==> src/rtl/imem_boot_loader.sv <==
// imem_boot_loader: receives a framed program image as a byte stream,
// packs little-endian 32-bit words, writes them sequentially into the
// instruction memory, and releases the core from reset only after the
// complete image has arrived with a matching XOR checksum.
module imem_boot_loader #(
    parameter int P_DATA_WIDTH      = 32,
    parameter int P_IMEM_ADDR_WIDTH = 9
) (
    input  logic                         i_clk,
    input  logic                         i_rst_n,
    input  logic                         i_rx_valid,
    input  logic [7:0]                   i_rx_data,
    output logic                         o_rx_ready,
    output logic                         o_imem_we,
    output logic [P_IMEM_ADDR_WIDTH-1:0] o_imem_waddr,
    output logic [P_DATA_WIDTH-1:0]      o_imem_wdata,
    output logic                         o_core_rst_n,
    output logic                         o_busy,
    output logic                         o_err
);

    // The word counter needs one extra bit so a full-depth image
    // (N = 2^P_IMEM_ADDR_WIDTH) is representable without wrapping.
    localparam int          CNT_W     = P_IMEM_ADDR_WIDTH + 1;
    localparam logic [16:0] MAX_WORDS = 17'd1 << P_IMEM_ADDR_WIDTH;

    typedef enum logic [2:0] {
        ST_LEN0,
        ST_LEN1,
        ST_DATA,
        ST_CSUM,
        ST_RUN,
        ST_ERR
    } state_t;

    state_t             state;
    state_t             state_nxt;

    logic               ready_en;   // low only until the first edge after reset
    logic               accepting;  // state is able to take a byte
    logic               rx_fire;    // a byte is consumed on this edge
    logic [7:0]         len_lo;
    logic [15:0]        len_full;
    logic               len_too_big;
    logic [CNT_W-1:0]   n_words;
    logic [CNT_W-1:0]   word_cnt;
    logic               last_word;
    logic [1:0]         lane;
    logic [7:0]         xor_acc;
    logic [23:0]        byte_sr;    // holds {b2,b1,b0} of the word being built

    assign accepting   = ready_en && (state inside {ST_LEN0, ST_LEN1, ST_DATA, ST_CSUM});
    assign o_rx_ready  = accepting;
    assign rx_fire     = i_rx_valid && accepting;
    assign len_full    = {i_rx_data, len_lo};
    assign len_too_big = {1'b0, len_full} > MAX_WORDS;
    assign last_word   = (word_cnt == (n_words - CNT_W'(1)));

    // State register.
    always_ff @(posedge i_clk or negedge i_rst_n) begin
        if (!i_rst_n) begin
            state <= ST_LEN0;
        end else begin
            state <= state_nxt;
        end
    end

    // Next-state decode and state-derived status outputs.
    always_comb begin
        // NOTE: every output of this block is given a default first so no
        // path through the case leaves one unassigned and infers a latch.
        state_nxt    = state;
        o_busy       = 1'b0;
        o_err        = 1'b0;
        o_core_rst_n = 1'b0;
        case (state)
            ST_LEN0: begin
                if (rx_fire) state_nxt = ST_LEN1;
            end
            ST_LEN1: begin
                o_busy = 1'b1;
                if (rx_fire) begin
                    if (len_too_big)          state_nxt = ST_ERR;
                    else if (len_full == '0)  state_nxt = ST_CSUM;
                    else                      state_nxt = ST_DATA;
                end
            end
            ST_DATA: begin
                o_busy = 1'b1;
                if (rx_fire && (lane == 2'd3) && last_word) state_nxt = ST_CSUM;
            end
            ST_CSUM: begin
                o_busy = 1'b1;
                if (rx_fire) state_nxt = (i_rx_data == xor_acc) ? ST_RUN : ST_ERR;
            end
            ST_RUN: begin
                o_core_rst_n = 1'b1;
            end
            ST_ERR: begin
                o_err = 1'b1;
            end
            default: begin
                state_nxt = ST_ERR;
            end
        endcase
    end

    // Byte assembly, counters, checksum and the registered write port.
    always_ff @(posedge i_clk or negedge i_rst_n) begin
        if (!i_rst_n) begin
            ready_en     <= 1'b0;
            len_lo       <= '0;
            n_words      <= '0;
            word_cnt     <= '0;
            lane         <= '0;
            xor_acc      <= '0;
            byte_sr      <= '0;
            o_imem_we    <= 1'b0;
            o_imem_waddr <= '0;
            o_imem_wdata <= '0;
        end else begin
            // NOTE: non-blocking assignments here so every register samples
            // pre-edge values; the lane-3 write reads byte_sr and word_cnt
            // as they were before this edge's update.
            ready_en  <= 1'b1;
            o_imem_we <= 1'b0;
            if (rx_fire) begin
                case (state)
                    ST_LEN0: begin
                        len_lo <= i_rx_data;
                    end
                    ST_LEN1: begin
                        // Only meaningful when the length is in range.
                        n_words  <= len_full[CNT_W-1:0];
                        word_cnt <= '0;
                        lane     <= '0;
                        xor_acc  <= '0;
                    end
                    ST_DATA: begin
                        xor_acc <= xor_acc ^ i_rx_data;
                        lane    <= lane + 2'd1;
                        if (lane == 2'd3) begin
                            o_imem_we    <= 1'b1;
                            o_imem_waddr <= word_cnt[P_IMEM_ADDR_WIDTH-1:0];
                            o_imem_wdata <= {i_rx_data, byte_sr};
                            word_cnt     <= word_cnt + CNT_W'(1);
                        end else begin
                            byte_sr <= {i_rx_data, byte_sr[23:8]};
                        end
                    end
                    default: begin
                    end
                endcase
            end
        end
    end

endmodule

==> config.mk <==
export PLATFORM = sky130hd
export DESIGN_NAME = imem_boot_loader
export DESIGN_NICKNAME = d
export VERILOG_FILES = /design/src/rtl/imem_boot_loader.sv
export SDC_FILE = /design/constraint.sdc
export NUM_CORES = 1
export LEC_CHECK = 0
export ABC_CLOCK_PERIOD_IN_PS = 2300
export CORE_MARGIN = 2
export CORE_UTILIZATION = 56
export DETAILED_ROUTE_END_ITERATION = 8
export GPL_ROUTABILITY_DRIVEN = 1
export PLACE_DENSITY = 0.8
export SYNTH_ARGS = -nofsm -noshare
export SYNTH_HDL_FRONTEND = slang
export SYNTH_SLANG_ARGS = --single-unit
==> constraint.sdc <==
create_clock -name i_clk -period 2.3 [get_ports i_clk]
set_clock_uncertainty 0.1 [all_clocks]
set_input_delay 0.575 -clock i_clk [delete_from_list [all_inputs] [get_ports i_clk]]
set_output_delay 0.575 -clock i_clk [all_outputs]
set_load 0.05 [all_outputs]
Yosys cells after proc, flatten, opt, wreduce, memory -nomap -nowiden
Cells that the tools add are included.

word-level totals
  word-level logic and storage cells = 66
  bits of input ports = 11
  bits in registers = 108
  output and inout bits = 46

cells by class
  eq/ne operators = 13
  mux-type cells = 18
  magnitude comparators = 1
  reductions and logical operators = 17
  add/sub/neg operators = 3
  bitwise gates (word level) = 3

operators by type and width
  operator               count
  $pmux 10 s2            1
  $gt 16x10->1 const B   1
  $logic_not 16->1       1
  $pmux 8 s2             1
  $mux 3                 5
  $pmux 3 s5             1
  $add 10x1->10 const B  1
  $eq 10x10->1           1
  $mux 10                1
  $sub 10x1->10 const B  1
  $reduce_and 3->1       3
  $eq 8x8->1             1
  $mux 1                 8
  $xor 8x8->8            1
  $eq 3x2->1 const B     2
  $eq 3x3->1 const B     2
  $ne 2x2->1 const B     3
  $reduce_and 2->1       3
  $reduce_and 5->1       1
  $logic_and 1x1->1      4
  $ne 2x1->1 const B     2
  $pmux 2 s2             1
  $reduce_bool 4->1      1
  $eq 3x1->1 const B     1
  other kinds (7)        8

Longest topological paths before layout
Gate-level depths: netlist of the first run.

  depth after elaboration = 8
  mapped depth = 7
  gate-level depth less buffers = 7

Worst setup path after synthesis of the first run
OpenSTA, ideal clock, no wires.

  path kind = in2reg
  start point = in i_rx_valid
  end point = reg byte_sr[17]
  path buffers = 2
  setup time = 0.125 ns
  cell stages on the path = 6
  setup slack = 0.418 ns
  required time = 2.075 ns
  arrival time = 1.657 ns
  cell sequence = and3b_1 -> buf_6 -> nand2_1 -> nor2_4 -> buf_4 -> mux2_2

on the way
  longest elaborated chain between the ends = 2

RTL lines
  element                     RTL line  RTL
  start, declared             11        input logic i_rx_valid,
  $logic_and 1x1->1           54        assign rx_fire = i_rx_valid && accepting;
  $reduce_and 3->1 (no line)  n/a
  end signal, assigned        148       byte_sr <= {i_rx_data, byte_sr[23:8]};
  end, declared               50        logic [23:0] byte_sr;

Every way passes these cells.
A chain may end at the register's enable or synchronous reset.

Final worst setup path of the first run
  start point = reg o_imem_wdata[16]
  end point = out o_imem_wdata[16]

RTL lines
  element                 RTL line  RTL
  start, declared         16        output logic [P_DATA_WIDTH-1:0] o_imem_wdata,
  start signal, assigned  145       o_imem_wdata <= {i_rx_data, byte_sr};

No word-level cell between the ends.

==> results_dict.tcl, run 1 <==
set metrics [dict create \
    status "finished, final reports clean" \
    cts_sinks 108 \
    grt.overflow.total 0 \
    vias_per_cell 5.525 \
    routedWlPerCell_um 16.94 \
    hold_class "register to register" \
    p_switching_uw 953.9 \
    crit_fanout 2 \
    min_period_ns 2.249 \
    track_usage_pct 21.40 \
    hold_ws_ns 0.4098 \
    peakVddDrop_v 0.0002998 \
    postCtsSetupRepairBufs 0 \
    first_global_vias 3272 \
    initial_core_util_pct 57.39 \
    drt_pre_antenna_iters 4 \
    setup_violations 0 \
    grt_setup_unrepaired "no" \
    cts_buffers 9 \
    synth_cells 382 \
    slowest_delay_ns 0.81 \
    fp-row-count 34 \
    slew_violations 0 \
    ys_seq_area_share_pct 54.53 \
    hold_viol 0 \
    multi_input_area_um2 2102 \
    pin_count 57 \
    cts_buffer_depth 2 \
    regArea_um2 2703 \
    comb_power_share_pct 11.6 \
    final_common_cell "dfrtp_1" \
    ant_nets 0 \
    n_fill_cell 610 \
    fin_total_pwr_uw 3619 \
    p_sw_share_pct 26.36 \
    syn_nets 396 \
    worstSetupPathDepth 1 \
    reg2reg_slack_ns 0.28 \
    reg2reg_from "n_words[0]" \
    cpMaxStageDelayCell "clkdlybuf4s50_1" \
    htree_levels 3 \
    ys_seq_elements 108 \
    r2r_end "state[0]" \
    p_int_uw 2665 \
    maxCapViolCount 0 \
    vias 3166 \
    fp.dieW_um 98.08 \
    yosysWarnings 0 \
    max_freq_mhz 444.7 \
    core_area_um2 8636 \
    p_seq_share_pct 55.2 \
    die_area_um2 9619 \
    final_core_util_pct 69.63 \
    final_cell_mix "dfrtp_1 (108), clkdlybuf4s50_1 (51), mux2_2 (40), mux2_4 (38), o21ai_0 (27)" \
    slew_headroom_pct 65.16 \
    path_clk_slew_ns 0.11 \
    n_antenna_cell 0 \
    placedCellCount 556 \
    fin_crit_sh_pct 97.77 \
    start_kind "register" \
    stdcell_count 573 \
    drtIter0Drc 197 \
    setup.worst_path.end "o_imem_wdata[16]" \
    crit_start "o_imem_wdata[16]" \
    portBuffers 56 \
    post-route-drc-count 0 \
    syn-mean-instance-area_um2 12.97 \
    antenna_found_initial 0 \
    root_buffer "clkbuf_8" \
    fin_nets 474 \
    path_buf_inv 1 \
    cp_top_family "buffers and inverters" \
    cp_cell_sequence "clkdlybuf4s50_1" \
    tightestPinTransition_ns 0.5227 \
    gp_congestion 0.8393 \
    powerDensity_nw_per_um2 601.8 \
    cts_tree "built" \
    syn_to_final_growth_pct 21.33 \
    grt_max_degree 102 \
    die_h_um 98.08 \
    clock_latency_ns 0.37 \
    critical_path_class "register to primary output" \
    leakage_uw 0.002802 \
    netlist_area_um2 4956 \
    layout-drive-gt1-share_pct 28.17 \
    setup_tns_ns 0 \
    required_ns 1.62 \
    drt_wl_total_um 9706 \
    hpwl_um 6981 \
    reg2reg_depth 7 \
    post_cts_resized 0 \
    grt_pass1_wl_um 16430 \
    pwr-share-clk_pct 33.2 \
    arrival_ns 1.57 \
    synth_cell_types 50 \
    cp-end-kind "primary output" \
]
[sequential cells by signal, summed over array words and instances, names as in the netlist]
register,cells
ready_en,1
state,3
xor_acc,8
o_imem_wdata,32
n_words,10
lane,2
o_imem_we,1
o_imem_waddr,9
word_cnt,10
byte_sr,24
len_lo,8
[power by group through the flow]
stage	Combinational (uW)	Sequential, uW	Clock, uW
after floorplan	256	2020	0
after global placement	413	2030	0
after detailed placement	421	2030	0
after CTS	426	2000	1230
after global routing	468	2000	1300
final	421	2000	1200
[repair_timing]
action | 4_1_cts | 5_1_grt
hold endpoints to repair | 7 | 0
setup endpoints to repair | 0 | 0
hold buffers | 1 | 0
[worst min path at each step]
stage / from / end / slack, ns / depth (start not counted)
floorplan: i_rst_n / byte_sr[0] / 0.18 / 0
global placement: i_rst_n / o_imem_wdata[25] / 0.31 / 1
detailed placement: i_rst_n / o_imem_wdata[25] / 0.31 / 1
CTS: xor_acc[5] / xor_acc[5] / 0.41 / 1
global route: lane[0] / lane[0] / 0.44 / 1
finish: lane[0] / lane[0] / 0.41 / 1
[per-layer routing]
metal  vias to the layer above  wire length (um)  GRT usage [%]
met1                      1596              4578          31.32
met4                         0               135          6.731
met3                        13               335          3.508
li1                       1491                 -              -
met2                        66              4657          33.09
met5                         -                 0              0
[cell families after synthesis]
kind of cell | count (synthesis) | share of synthesized area [%]
AND/OR/NAND/NOR | 90 | 9.972
buffers and inverters | 25 | 3.055
other | 1 | 0.07567
adder cells (fa/ha/maj) | 3 | 0.7575
AO/OA/AOI/OAI | 52 | 6.564
XOR/XNOR | 24 | 4.241
multiplexers | 79 | 20.80
flip-flops | 108 | 54.53
[Yosys cell counts (all sizes together)]
cell,number,area (um^2)
nand3,5,25.02
and4,1,8.760
xnor2,17,148.9
and3,3,18.77
clkbuf,5,18.77
o22ai,1,6.260
mux2,78,1021
inv,8,30.03
conb,1,3.750
ha,3,37.54
nor2,20,82.58
a211oi,3,27.52
o211a,1,10.01
buf,12,102.6
nand2,23,86.33
nand4,7,58.81
nor2b,3,18.77
nand2b,4,25.02
nand3b,1,7.510
a31oi,2,12.51
and2b,1,7.510
mux2i,1,10.01
xor2,7,61.31
nor4,3,18.77
or3,4,25.02
a21oi,6,30.03
nor3b,2,15.01
and3b,2,17.52
a22o,1,8.760
o21a,1,15.01
nor3,5,36.29
nand4b,1,8.760
and2,5,33.78
a21o,1,7.510
o21ai,27,135.1
a21boi,1,7.510
o41ai,3,26.28
o31ai,1,7.510
a211o,1,8.760
dfrtp,108,2703
o211ai,2,15.01
o21bai,1,7.510
[cell type report]
type / instances / share of cell area (%)
flip-flops and latches: 108 / 44.94
multi-input cells: 249 / 34.96
repair buffers: 84 / 13.90
well taps: 108 / 2.247
clock buffers: 10 / 2.122
clock inverters: 6 / 1.332
inverters: 8 / 0.4994
[per-stage QoR]
step,area (um^2),setup WS (ns)
after global placement,5796,-0.07409
final,6013,0.05137
after CTS,6013,0.03315
after floorplan,4956,0.4179
after global routing,6013,0.007302
after detailed placement,5796,-0.1023
No activity file was read; power rests on OpenSTA's default activity.
==> run 2: changes to the inputs <==
--- a/config.mk
+++ b/config.mk
@@ -5,7 +5,7 @@
 export SDC_FILE = /design/constraint.sdc
 export NUM_CORES = 1
 export LEC_CHECK = 0
-export ABC_CLOCK_PERIOD_IN_PS = 2300
+export ABC_CLOCK_PERIOD_IN_PS = 2500
 export CORE_MARGIN = 2
 export CORE_UTILIZATION = 56
 export DETAILED_ROUTE_END_ITERATION = 8
==> constraint.sdc (replaced) <==
create_clock -name i_clk -period 2.5 [get_ports i_clk]
set_clock_uncertainty 0.1 [all_clocks]
set_input_delay 0.625 -clock i_clk [delete_from_list [all_inputs] [get_ports i_clk]]
set_output_delay 0.625 -clock i_clk [all_outputs]
set_load 0.05 [all_outputs]
==> run 2 against run 1 <==
Core utilization shrank 1.0 points; hold slack lost 0.0035 ns; power shrank 11%; via count grew 1.5%; design area shrank 1.5%; worst setup slack gained 0.14 ns; combinational power shrank 13%; routed wire length grew 3.2%; count of clock-buffer cells in the layout is the same; sequential power shrank 7%; sequential share of layout area grew 0.66 points; critical path type unchanged; largest cell class unchanged; largest power group unchanged.
==> results_dict.tcl, run 2 (synthesis results as in run 1) <==
set metrics [dict create \
    dp_slack_ns 0.05866 \
    cp-end-kind "primary output" \
    drt_wl_total_um 10010 \
    die_h_um 98.08 \
    syn_to_final_growth_pct 19.57 \
    placedCellCount 547 \
    gp_congestion 0.8507 \
    leakage_uw 0.002740 \
    initial_core_util_pct 57.39 \
    grt_pass1_wl_um 16630 \
    cts_sinks 108 \
    final_area_um2 5926 \
    fin_nets 465 \
    htree_levels 3 \
    min_period_ns 2.305 \
    slew_headroom_pct 64.75 \
    path_clk_slew_ns 0.11 \
    fp-row-count 34 \
    track_usage_pct 21.95 \
    first_global_vias 3219 \
    worst_slack_ns 0.1951 \
    required_ns 1.77 \
    powerDensity_nw_per_um2 542.4 \
    grt_setup_unrepaired "no" \
    crit_fanout 2 \
    antenna_found_initial 0 \
    largest_register_ffs 32 \
    max_freq_mhz 433.9 \
    hold_class "register to register" \
    setup_violations 0 \
    tightestPinTransition_ns 0.5239 \
    slowest_delay_ns 0.82 \
    die_area_um2 9619 \
    arrival_ns 1.58 \
    cp_top_family "buffers and inverters" \
    pin_count 57 \
    portBuffers 56 \
    peakVddDrop_v 0.0002923 \
    n_antenna_cell 0 \
    regMostFlops "o_imem_wdata" \
    layout-drive-gt1-share_pct 26.75 \
    fin_crit_sh_pct 92.19 \
    vias_per_cell 5.699 \
    hpwl_um 7169 \
    status "finished, final reports clean" \
    cts_buffers 9 \
    vias 3214 \
    largest_registers "o_imem_wdata x32, byte_sr x24" \
    placed_cell_area_um2 5728 \
    final_cell_mix "dfrtp_1 (108), clkdlybuf4s50_1 (51), mux2_2 (40), mux2_4 (38), o21ai_0 (27)" \
    stdcell_count 564 \
    cts_buffer_depth 2 \
    final_common_cell "dfrtp_1" \
    grt_max_degree 79 \
    drtIter0Drc 182 \
    hold_viol 0 \
    cpMaxStageDelayCell "clkdlybuf4s50_1" \
    drt_pre_antenna_iters 4 \
    grt.overflow.total 0 \
    maxCapViolCount 0 \
    cts_tree "built" \
    final_core_util_pct 68.62 \
    root_buffer "clkbuf_8" \
    setup_tns_ns 0 \
    cp_cell_sequence "clkdlybuf4s50_1" \
    slew_violations 0 \
    start_kind "register" \
    clock_latency_ns 0.38 \
    path_buf_inv 1 \
    post-route-drc-count 0 \
    core_area_um2 8636 \
    routedWlPerCell_um 17.75 \
    ant_nets 0 \
    postCtsSetupRepairBufs 0 \
    critical_path_class "register to primary output" \
    fp.dieW_um 98.08 \
]
run 2: cell types whose count changed in the layout (fill, tap and decap cells not counted), sizes merged:
cell and change:
clkinv +2, buf -9, bufinv -1, clkinvlp +1, inv -2
run 2: repair_timing:
action / in CTS / in global routing
hold buffers: 1 / 0
resized for setup: 0 / 0
endpoints found under the hold margin: 11 / 0
run 2: final cells by class:
| class | count | area [um^2] |
|---|---|---|
| tap | 108 | 135.1 |
| sequential | 108 | 2703 |
| fill | 623 | 2710 |
| timing repair buffer | 75 | 768.2 |
| inverter | 8 | 30.03 |
| multi-input combinational | 249 | 2102 |
| clock buffer | 10 | 127.6 |
| clock inverter | 6 | 60.06 |
run 2: path summary, 6_finish.rpt:
path | to | slack (ns) | depth (start not counted) | from
worst max-delay path | o_imem_wdata[7] | 0.20 | 1 | o_imem_wdata[7]
worst min-delay path | xor_acc[6] | 0.41 | 1 | xor_acc[6]
worst max register to register | state[0] | 0.43 | 7 | n_words[0]
worst min register to register | xor_acc[6] | 0.41 | 1 | xor_acc[6]
max in group asynchronous | word_cnt[8] | 1.08 | 3 | i_rst_n
min in group asynchronous | o_imem_wdata[21] | 0.54 | 2 | i_rst_n
run 2: through the flow:
| step | hold slack [ns] | total power, uW |
|---|---|---|
| after floorplan | 0.2294 | 2096 |
| after global placement | 0.3786 | 2232 |
| after detailed placement | 0.3871 | 2244 |
| after CTS | 0.4082 | 3238 |
| after global routing | 0.4366 | 3360 |
| final | 0.4064 | 3214 |
run 2: power by group:
| part | leakage (uW) | switching, uW | total (uW) | internal [uW] |
|---|---|---|---|---|
| clock network | 0.0000874 | 620 | 1000 | 381 |
| registers | 0.00149 | 58.0 | 1850 | 1790 |
| logic | 0.00116 | 206 | 367 | 161 |
| total | 0.00274 | 884 | 3210 | 2330 |
run 2: layer usage:
layer / wire [um] / part of all wire [%] / up-vias / GRT usage (%)
met2: 4858 / 49 / 91 / 34.09
met5: 0 / 0 / - / 0
li1: - / - / 1474 / -
met3: 440 / 4.4 / 9 / 5.225
met4: 97 / 0.97 / 0 / 5.556
met1: 4617 / 46 / 1640 / 31.56
==> run 3: changes to the inputs <==
--- a/config.mk
+++ b/config.mk
@@ -5,11 +5,12 @@
 export SDC_FILE = /design/constraint.sdc
 export NUM_CORES = 1
 export LEC_CHECK = 0
-export ABC_CLOCK_PERIOD_IN_PS = 2500
+export ABC_CLOCK_PERIOD_IN_PS = 2300
 export CORE_MARGIN = 2
 export CORE_UTILIZATION = 56
 export DETAILED_ROUTE_END_ITERATION = 8
 export GPL_ROUTABILITY_DRIVEN = 1
+export GPL_TIMING_DRIVEN = 0
 export PLACE_DENSITY = 0.8
 export SYNTH_ARGS = -nofsm -noshare
 export SYNTH_HDL_FRONTEND = slang
==> constraint.sdc (replaced) <==
create_clock -name i_clk -period 2.3 [get_ports i_clk]
set_clock_uncertainty 0.1 [all_clocks]
set_input_delay 0.575 -clock i_clk [delete_from_list [all_inputs] [get_ports i_clk]]
set_output_delay 0.575 -clock i_clk [all_outputs]
set_load 0.05 [all_outputs]
==> run 3 against run 2 <==
Combinational power is 3% higher; routed wire length down 3.1%; worst setup slack worse by 0.14 ns; cell count shrank 0.35%; sequential share of layout area up 0.63 points; critical path depth unchanged; non-clock buffer count shrank 2; power grew 7.5%; largest cell class unchanged; hold slack got worse by 0.29 ns; core utilization is 0.94 points lower; sequential power is 8% higher.
==> results_dict.tcl, run 3 (synthesis results as in run 1) <==
set metrics [dict create \
    status "finished, final reports clean" \
    drt_wl_total_um 9704 \
    cts_tree "built" \
    cpMaxStageDelayCell "clkdlybuf4s50_1" \
    arrival_ns 1.57 \
    max_freq_mhz 445.6 \
    p_switching_uw 922.2 \
    drtIter0Drc 182 \
    p_int_uw 2532 \
    reg2reg_from "state[2]" \
    cp_cell_sequence "clkdlybuf4s50_1" \
    hold_viol 0 \
    comb_power_share_pct 10.9 \
    fin_nets 463 \
    vias 3159 \
    drt_pre_antenna_iters 5 \
    slowest_delay_ns 0.83 \
    largest_registers "o_imem_wdata x32, byte_sr x24" \
    critical_path_class "register to primary output" \
    vias_per_cell 5.621 \
    peakVddDrop_v 0.0003420 \
    post-route-drc-count 0 \
    final_common_cell "dfrtp_1" \
    setup_tns_ns 0 \
    crit_fanout 2 \
    root_buffer "clkbuf_8" \
    ctsHoldBuffers 0 \
    initial_core_util_pct 57.39 \
    grt_max_degree 59 \
    htree_levels 3 \
    pwr-share-clk_pct 31.1 \
    gp_congestion 0.7880 \
    path_buf_inv 1 \
    p_seq_share_pct 58.0 \
    cp_top_family "buffers and inverters" \
    cts_buffer_depth 2 \
    slew_headroom_pct 56.06 \
    tightestPinTransition_ns 0.6590 \
    grt.overflow.total 0 \
    min_period_ns 2.244 \
    final_core_util_pct 67.68 \
    postCtsSetupRepairBufs 0 \
    fp-row-count 34 \
    start_kind "register" \
    largest_register_ffs 32 \
    p_sw_share_pct 26.70 \
    core_area_um2 8636 \
    track_usage_pct 21.11 \
    first_global_vias 3151 \
    layout-drive-gt1-share_pct 25.99 \
    setup_violations 0 \
    powerDensity_nw_per_um2 591.1 \
    path_clk_slew_ns 0.10 \
    pin_count 57 \
    regMostFlops "o_imem_wdata" \
    die_h_um 98.08 \
    crit_start "o_imem_wdata[14]" \
    stdcell_count 562 \
    cts_buffers 9 \
    ant_nets 0 \
    leakage_uw 0.002749 \
    required_ns 1.62 \
    portBuffers 55 \
    final_cell_mix "dfrtp_1 (108), clkdlybuf4s50_1 (48), mux2_2 (40), mux2_4 (38), o21ai_0 (27)" \
    slew_violations 0 \
    routedWlPerCell_um 17.27 \
    clock_latency_ns 0.38 \
    syn_to_final_growth_pct 17.92 \
    placed_cell_area_um2 5667 \
    grt_setup_unrepaired "no" \
    placedCellCount 546 \
    hpwl_um 6981 \
    fin_crit_sh_pct 97.56 \
    grt_pass1_wl_um 16060 \
    fin_total_pwr_uw 3455 \
    cp-end-kind "primary output" \
    maxCapViolCount 0 \
    antenna_found_initial 0 \
    hold_class "primary input to asynchronous set/reset pin" \
    final_area_um2 5844 \
    n_antenna_cell 0 \
    fp.dieW_um 98.08 \
    cts_sinks 108 \
    die_area_um2 9619 \
]
==> run 3: per-layer routing <==
metal | part of all wire [%] | GRT usage, %
met1 | 48 | 30.37
met2 | 46 | 32.77
met3 | 4.0 | 3.865
met4 | 1.5 | 7.051
met5 | 0 | 0
==> run 3: cell type report <==
class,count,area (um^2)
Buffer,17,121.4
Clock buffer,10,137.6
Clock inverter,6,46.29
Fill cell,640,2791
Inverter,8,30.03
Multi-Input combinational cell,249,2105
Sequential cell,108,2703
Tap cell,108,135.1
Timing Repair Buffer,56,566.8
==> run 3: final timing paths <==
check	depth (start not counted)	slack [ns]	to
worst max-delay path	1	0.06	o_imem_wdata[14]
worst min-delay path	1	0.12	n_words[4]
worst max register to register	6	0.16	byte_sr[11]
worst min register to register	1	0.41	o_imem_wdata[5]
max in group asynchronous	2	1.28	byte_sr[11]
min in group i_clk	1	0.41	o_imem_wdata[5]
==> run 3: stage by stage <==
stage                     hold slack (ns)  setup slack [ns]
after floorplan                    0.1794            0.4179
after global placement             0.3851            -3.385
after detailed placement           0.3899           -0.2701
after CTS                          0.1388           0.01482
after global routing               0.1751          0.005113
final                              0.1182           0.05607
==> run 3: power groups by stage <==
stage                     clock (uW)  sequential [uW]  combinational [uW]
after floorplan                    0             2020                 256
after global placement             0             2040                 366
after detailed placement           0             2040                 382
after CTS                       1100             2000                 378
after global routing            1170             2010                 417
final                           1080             2000                 377
==> run 3: what timing repair did <==
| action | CTS | global route |
|---|---|---|
| endpoints found under the setup margin | 4 | 5 |
| endpoints found under the hold margin | 0 | 0 |
| resized for setup | 11 | 7 |
